===== src/rtl/idma_error_unit.sv =====
// rtl/idma_error_unit.sv - first-error capture, report/action handshake and in-flight burst tracking
module idma_error_unit #(
  parameter int unsigned AddrWidth      = 64,
  parameter int unsigned NumOutstanding = 8
) (
  input  logic                 clk_i,
  input  logic                 rst_ni,
  input  logic                 burst_issue_i,
  input  logic                 burst_done_i,
  output logic                 cnt_full_o,
  input  logic                 r_err_i,
  input  logic [AddrWidth-1:0] r_err_addr_i,
  input  logic                 w_err_i,
  input  logic [AddrWidth-1:0] w_err_addr_i,
  output logic                 err_valid_o,
  input  logic                 err_ready_i,
  output logic [1:0]           err_type_o,
  output logic [AddrWidth-1:0] err_addr_o,
  input  logic                 eh_valid_i,
  output logic                 eh_ready_o,
  input  logic                 eh_i,
  output logic                 halt_o,
  output logic                 abort_o,
  output logic                 eh_fsm_busy_o,
  output logic                 eh_cnt_busy_o
);

  localparam int unsigned          CntWidth = $clog2(NumOutstanding + 1);
  localparam logic [CntWidth-1:0]  CntMax   = CntWidth'(NumOutstanding);
  localparam logic [1:0]           BusRead  = 2'd0;
  localparam logic [1:0]           BusWrite = 2'd1;
  localparam logic                 EhAbort  = 1'b1;

  typedef enum logic [1:0] {IDLE, REPORT, WAIT_EH, FLUSH} state_e;

  state_e                 state_q, state_d;
  logic [CntWidth-1:0]    cnt_q, cnt_d;
  logic [1:0]             err_type_q, err_type_d;
  logic [AddrWidth-1:0]   err_addr_q, err_addr_d;

  // Saturating in-flight counter; issue and done in the same cycle cancel out
  always_comb begin
    cnt_d = cnt_q;
    if (burst_issue_i && !burst_done_i && (cnt_q != CntMax)) begin
      cnt_d = cnt_q + CntWidth'(1);
    end else if (!burst_issue_i && burst_done_i && (cnt_q != '0)) begin
      cnt_d = cnt_q - CntWidth'(1);
    end
  end

  always_comb begin
    state_d     = state_q;
    err_type_d  = err_type_q;
    err_addr_d  = err_addr_q;
    err_valid_o = 1'b0;
    eh_ready_o  = 1'b0;
    abort_o     = 1'b0;
    case (state_q)
      IDLE: begin
        if (r_err_i) begin
          err_type_d = BusRead;
          err_addr_d = r_err_addr_i;
          state_d    = REPORT;
        end else if (w_err_i) begin
          err_type_d = BusWrite;
          err_addr_d = w_err_addr_i;
          state_d    = REPORT;
        end
      end
      REPORT: begin
        err_valid_o = 1'b1;
        if (err_ready_i) state_d = WAIT_EH;
      end
      WAIT_EH: begin
        eh_ready_o = 1'b1;
        if (eh_valid_i) begin
          if (eh_i == EhAbort) begin
            abort_o = 1'b1;
            state_d = FLUSH;
          end else begin
            state_d = IDLE;
          end
        end
      end
      FLUSH: begin
        // Leave once the bus is drained, counting this cycle's completions
        if (cnt_d == '0) state_d = IDLE;
      end
      default: state_d = IDLE;
    endcase
  end

  always_ff @(posedge clk_i or negedge rst_ni) begin
    if (!rst_ni) begin
      state_q    <= IDLE;
      cnt_q      <= '0;
      err_type_q <= '0;
      err_addr_q <= '0;
    end else begin
      state_q    <= state_d;
      cnt_q      <= cnt_d;
      err_type_q <= err_type_d;
      err_addr_q <= err_addr_d;
    end
  end

  assign err_type_o    = err_type_q;
  assign err_addr_o    = err_addr_q;
  assign halt_o        = (state_q != IDLE);
  assign eh_fsm_busy_o = halt_o;
  assign cnt_full_o    = (cnt_q == CntMax);
  assign eh_cnt_busy_o = (cnt_q != '0);

  a_no_overflow: assert property (@(posedge clk_i) disable iff (!rst_ni)
    !(burst_issue_i && !burst_done_i && cnt_full_o));
  a_no_underflow: assert property (@(posedge clk_i) disable iff (!rst_ni)
    !(burst_done_i && !burst_issue_i && !eh_cnt_busy_o));

endmodule


===== config.mk =====
export PLATFORM = sky130hd
export DESIGN_NAME = idma_error_unit
export DESIGN_NICKNAME = d
export VERILOG_FILES = /design/src/rtl/idma_error_unit.sv
export SDC_FILE = /design/constraint.sdc
export NUM_CORES = 1
export LEC_CHECK = 0
export CORE_MARGIN = 2
export CORE_UTILIZATION = 41
export CTS_CLUSTER_DIAMETER = 30
export DETAILED_ROUTE_END_ITERATION = 6
export PLACE_DENSITY = 0.95
export SYNTH_ARGS = -nofsm -noshare
export SYNTH_HDL_FRONTEND = slang
export SYNTH_SLANG_ARGS = --single-unit

===== constraint.sdc =====
create_clock -name clk_i -period 4.94 [get_ports clk_i]
set_input_delay 0.741 -clock clk_i [delete_from_list [all_inputs] [get_ports clk_i]]
set_output_delay 0.741 -clock clk_i [all_outputs]
set_load 0.05 [all_outputs]

==> results of run 1 <==
[final timing paths]
path,cells past startpoint,end,start
setup / recovery,4,eh_cnt_busy_o,cnt_q[0]
hold / removal,1,err_addr_o[14],rst_ni
setup reg to reg,7,state_q[0],cnt_q[0]
hold reg to reg,2,err_addr_o[36],err_addr_o[36]
max in group asynchronous,2,err_addr_o[23],rst_ni
min in group clk_i,2,err_addr_o[36],err_addr_o[36]
[routing by layer]
layer  up-vias  part of all wire, %  global-route usage, %
met5         -                    0                      0
met4         0                  1.6                   6.81
met2       145                   54                   39.8
met3        17                  9.6                   5.82
li1       1601                    -                      -
met1      1516                   35                   22.0
[state kept, by name, summed over array words and instances, names as in the netlist]
signal      count
state_q         2
cnt_q           4
err_addr_o     64
err_type_o      1
[cell type report]
type	instances	area (um^2)	share of cell area (%)
clock buffers	13	159	2.74
clock inverters	3	17.5	0.302
repair buffers	212	2100	36.3
flip-flops and latches	71	1780	30.6
multi-input cells	242	1580	27.3
inverters	8	30.0	0.518
well taps	105	131	2.26
[placed cells by master (no fill, tap or decap), drive strengths merged, types with 2 or more instances in the layout]
| cell type | count |
|---|---|
| clkdlybuf4s50 | 206 |
| dfrtp | 71 |
| nor2 | 71 |
| a21oi | 68 |
| mux2i | 65 |
| clkbuf | 13 |
| inv | 8 |
| buf | 6 |
| nand2 | 4 |
| nand4 | 3 |
| nor2b | 2 |
| and2b | 2 |
| a31oi | 2 |
| ha | 2 |
| clkinv | 2 |
| and3 | 2 |
| a211oi | 2 |
[power groups by stage]
stage	combinational [mW]	sequential, mW	clock [mW]
floorplan	0.534	1.96	0
global placement	2.22	1.03	0
detailed placement	2.27	1.05	0
CTS	2.28	1.04	0.422
global route	2.39	1.08	0.450
finish	2.26	1.04	0.411
[cells by family (layout without fill, tap and decap cells)]
family          after synthesis  count (layout)  share of synthesized area, %
xor+xnor                      1               1                         0.250
other cells                   1               1                         0.107
flops                        71              71                          50.7
simple gates                 92              92                          11.7
fa+ha+maj                     2               2                         0.714
buf+inv                      33             236                          4.43
mux                          65              65                          18.6
compound gates               81              81                          13.6
==> results by group, run 1 <==
Floorplanning
  – Die ar.: 0.00931 mm^2
  – Core Box Area: 0.00826 mm^2
  – Rows: 33
  – Die Span X: 96.5 um
  – Die H: 96.5 um
  – Starting Density: 42.5%
  – Ports: 210

Place
  – Inst Count DP: 638
  – Dpl ws: 2.01 ns
  – Placed Instance Area: 0.00562 mm^2
  – Dpl hpwl: 7.95 mm
  – GP Congestion: 0.908
  – Number of port buffers: 208

Timing
  – RSZ-0062 raised after global routing: no
  – FMAX: 321 MHz
  – Fin. Hold Viols: 0
  – Tcrit/Tclk final: 63.1%
  – Fin crit period: 3.12 ns
  – Setup TNS: 0 ns
  – Rel. slew slack: 52.0%
  – Slew Limit Fails: 0
  – Clk_skew: 0.00899 ns
  – Count of final setup violators: 0
  – Fin worst setup slack: 1.82 ns
  – Worst hold slack: 0.468 ns
  – Worst slew pin tran: 0.720 ns

Power
  – Net Sw Frac: 49.6%
  – Reg power frac: 28.0%
  – Gate power share: 60.9%
  – Net Sw Power: 1.84 mW
  – Power Dens Cells: 640 mW/mm^2
  – Worst vdd ir: 0.384 mV
  – Tot Pwr: 3.71 mW
  – Pint: 1.87 mW
  – Clock network power share: 11.1%
  – Leak: 2.48 nW

Worst setup path
  – CP Data Arrival Time: 2.38 ns
  – Crit-path max FO: 5
  – Critical path class: reg2out
  – Max incr delay on CP: 0.74 ns
  – Critical path cell sequence: inv_1 -> ha_1 -> or3b_1 -> clkdlybuf4s50_1
  – R2r setup slk: 2.75 ns
  – Setup crit end kind: primary output
  – Slowest stage cell, crit path: clkdlybuf4s50_1
  – Startpoint Class: flop
  – CP top delay family: buffers and inverters
  – CP bufs+invs: 2
  – Worst Path Required: 4.20 ns

Status
  – Status: finished, final reports clean

Finish
  – Layout cells sized above 1: 5.83%
  – Synth-to-layout area growth: 65.5%
  – Diodes inserted: 0
  – Final std cells w/o fill: 654
  – Post-Layout Inst Area: 0.00580 mm^2
  – Utilization after layout: 70.2%
  – Fill cells: 624
  – Count of nets after finishing: 683

Clocking
  – Root buffer cell: clkbuf_8
  – Hold Buf Count CTS: 0
  – Clock sink count: 71
  – CTS buffer count: 9
  – Htree depth: 3
  – Clk buf depth: 2
  – Worst-path clk slew: 0.07 ns
  – TritonCTS clock tree: built
  – Clk_lat worst skew: 0.32 ns
  – Post_cts resized: 0
  – Post-CTS Setup Bufs: 0

Drt
  – DRT antenna net count: 0
  – Number of vias per cell: 5.01
  – Via Count: 3279
  – Post-Route WL: 10.2 mm
  – DR pass1 iterations: 4
  – DRT iter0 DRCs: 105
  – WL per Instance: 15.7 um
  – DRC: 0

Synthesis
  – Mapped Cells: 346
  – Cell Area, Synth: 0.00351 mm^2
  – Yosys top cell area share: 50.7%
  – Largest cells by area after synthesis: dfrtp_1 51%, mux2i_1 19%, a21oi_1 9.7%
  – Prevailing post-synth register cell: dfrtp_1
  – Netlist cell types: 39
  – Async SR Flop Fraction: 100%
  – Net Count, Synth: 485
  – Synth warn: 0
  – Commonest cells in the netlist: 71 x dfrtp_1, 71 x nor2_1, 68 x a21oi_1
  – EDFF count, synth: 0
  – Yosys reg bits: 71
  – Register area share after synthesis: 50.7%
  – Mean Syn Cell Area: 10.1 um^2
  – Top cell type by total area after synthesis: dfrtp_1

GRT
  – Largest net degree at the start of global routing: 67
  – Vias in the first global route: 3206
  – GRT Total Usage: 20.9%
  – Initial antenna violation count: 0
  – Global-route wire length before repair: 15.0 mm
  – Global route overflow: 0

Flow run
  – Max-cap viol count: 0

Worst hold path
  – Worst hold path class: in2async
Note: power is estimated with default switching activity, not from simulation.
==> run 2: changes to the inputs <==
CORE_UTILIZATION = 38   (was 41)
PLACE_DENSITY = 0.92   (was 0.95)
clock period = 3.1 ns   (was 4.94 ns; I/O delays follow)
==> run 2 against run 1 <==
Largest power group unchanged. Power rose by 67%. Sequential power grew 60%. Clock skew is 0.0036 ns higher. Count of clock-buffer cells in the layout is 2 lower. Critical path depth unchanged. Non-clock buffer count fell by 1.
==> results by group, run 2 (same netlist as run 1, synthesis figures left out) <==
Drt
  – DRT iter0 DRCs: 51 (-51%)
  – Number of vias per cell: 4.97 (-0.85%)
  – Via Count: 3276 (-0.091%)
  – Met3 WL: 829 um (-16%)
  – DRC: 0 (unchanged)
  – DRT antenna net count: 0 (unchanged)
  – Post-Route WL: 9.78 mm (-4.4%)
  – Routed met2 length: 4.99 mm (-9.2%)
  – WL per Instance: 14.8 um (-5.2%)
  – DR pass1 iterations: 4 (unchanged)
  – Wl on met1: 3.73 mm (+3.8%)
  – DR top layer: met4

Finish
  – Most frequent cells in the layout: 206 x clkdlybuf4s50_1, 71 x dfrtp_1, 70 x nor2_1, 68 x a21oi_1, 65 x mux2i_1
  – Utilization after layout: 64.7% (-5.5 points)
  – FF+latch area: 0.00178 mm^2 (unchanged)
  – Leading cell type in the layout, fill and taps excluded: clkdlybuf4s50_1
  – Area of the multi-input gates: 0.00158 mm^2 (unchanged)
  – Final std cells w/o fill: 659 (+0.76%)
  – Diodes inserted: 0 (unchanged)
  – Max FFs per register: 64 (unchanged)
  – Synth-to-layout area growth: 68.1%
  – Count of nets after finishing: 682 (-0.15%)
  – Layout cells sized above 1: 6.02% (+0.19 points)
  – Fill cells: 726 (+16%)

Floorplanning
  – Die H: 100 um (+3.7%)
  – Die Span X: 100 um (+3.7%)
  – Core Box Area: 0.00911 mm^2 (+10%)
  – Starting Density: 38.5% (-4.0 points)
  – Ports: 210 (unchanged)
  – Die ar.: 0.0100 mm^2 (+7.6%)
  – Rows: 35 (+6.1%)

GRT
  – Vias in the first global route: 3239 (+1.0%)
  – Global route overflow: 0 (unchanged)
  – Largest net degree at the start of global routing: 72 (+7.5%)
  – GRT Total Usage: 19.4% (-1.4 points)
  – Initial antenna violation count: 0 (unchanged)
  – Global-route wire length before repair: 15.3 mm (+2.2%)

Timing
  – Fin. Hold Viols: 0 (unchanged)
  – Slew Limit Fails: 0 (unchanged)
  – Rel. slew slack: 42.1% (-9.9 points)
  – Clk_skew: 0.0125 ns (+0.00355 ns)
  – Worst slew pin tran: 0.869 ns (+0.149 ns)
  – Setup TNS: 0 ns (unchanged)
  – Fin worst setup slack: 0.203 ns (-1.62 ns)
  – Count of final setup violators: 0 (unchanged)
  – FMAX: 345 MHz
  – RSZ-0062 raised after global routing: no
  – Tcrit/Tclk final: 93.4%
  – Fin crit period: 2.90 ns

Worst setup path
  – Max incr delay on CP: 0.75 ns (about the same)
  – Critical path cell sequence: inv_1 -> ha_1 -> or3b_1 -> clkdlybuf4s50_1
  – R2r setup slk: 0.92 ns (-1.83 ns)
  – Setup crit end kind: primary output
  – Slowest stage cell, crit path: clkdlybuf4s50_1
  – Startpoint Class: flop
  – Worst Path Required: 2.63 ns (-1.57 ns)
  – Critical path class: reg2out
  – CP top delay family: buffers and inverters
  – CP bufs+invs: 2 (unchanged)
  – CP Data Arrival Time: 2.43 ns (+0.05 ns)
  – Crit-path max FO: 5 (unchanged)

Clocking
  – Post_cts resized: 0 (unchanged)
  – Clock sink count: 71 (unchanged)
  – CTS buffer count: 9 (unchanged)
  – Root buffer cell: clkbuf_8
  – TritonCTS clock tree: built
  – Htree depth: 3 (unchanged)
  – Clk_lat worst skew: 0.33 ns (about the same)
  – Worst-path clk slew: 0.08 ns (about the same)
  – Clk buf depth: 2 (unchanged)
  – Hold Buf Count CTS: 0 (unchanged)
  – Post-CTS Setup Bufs: 0 (unchanged)

Place
  – Dpl ws: 0.574 ns (-1.44 ns)
  – Number of port buffers: 208 (unchanged)
  – Inst Count DP: 643 (+0.78%)
  – GP Congestion: 0.868 (-4.4%)
  – Dpl hpwl: 7.59 mm (-4.5%)

Worst hold path
  – Worst hold path class: in2async

Flow run
  – Max-cap viol count: 0 (unchanged)

Power
  – Tot Pwr: 6.19 mW (+67%)
  – Worst vdd ir: 0.619 mV (+61%)
  – Power Dens Cells: 1050 mW/mm^2 (+64%)
  – Leak: 2.53 nW (+1.6%)

Status
  – Status: finished, final reports clean
run 2: changes by cell type in the layout (fill, tap and decap cells not counted):
cell	change
bufinv_16	+3
clkbuf_1	-2
buf_12	+1
buf_2	-1
buf_4	-1
clkinv_2	-1
clkinv_4	+1
clkinvlp_4	-1
run 2: stage by stage:
step | hold slack, ns | instance area [um^2]
finish | 0.249 | 5890
global route | 0.310 | 5890
CTS | 0.268 | 5890
detailed placement | 0.516 | 5640
global placement | 0.507 | 5640
floorplan | 0.169 | 3510
run 2: power breakdown:
| group | total, mW | internal, mW | switching (mW) |
|---|---|---|---|
| Clock | 0.921 | 0.579 | 0.342 |
| Combinational | 3.60 | 1.27 | 2.34 |
| Sequential | 1.66 | 1.38 | 0.278 |
| Total | 6.19 | 3.23 | 2.96 |
run 2: path summary, 6_finish.rpt:
path,from,to,depth (start not counted)
setup / recovery,cnt_q[0],eh_cnt_busy_o,4
hold / removal,rst_ni,err_addr_o[4],1
setup reg to reg,cnt_q[0],state_q[0],7
hold reg to reg,err_addr_o[22],err_addr_o[22],2
max in group asynchronous,rst_ni,err_addr_o[23],1
min in group clk_i,err_addr_o[22],err_addr_o[22],2
run 2: final cells by class:
| class | count | area share (%) |
|---|---|---|
| repair buffers | 211 | 35.8 |
| flip-flops and latches | 71 | 30.1 |
| multi-input cells | 242 | 26.8 |
| clock buffers | 11 | 2.57 |
| well taps | 111 | 2.36 |
| clock inverters | 5 | 1.76 |
| inverters | 8 | 0.509 |
run 2: layer usage:
metal,global-route usage [%],up-vias
met2,34.5,152
met1,21.5,1506
met3,7.10,20
met5,0,-
met4,6.53,0
li1,-,1598
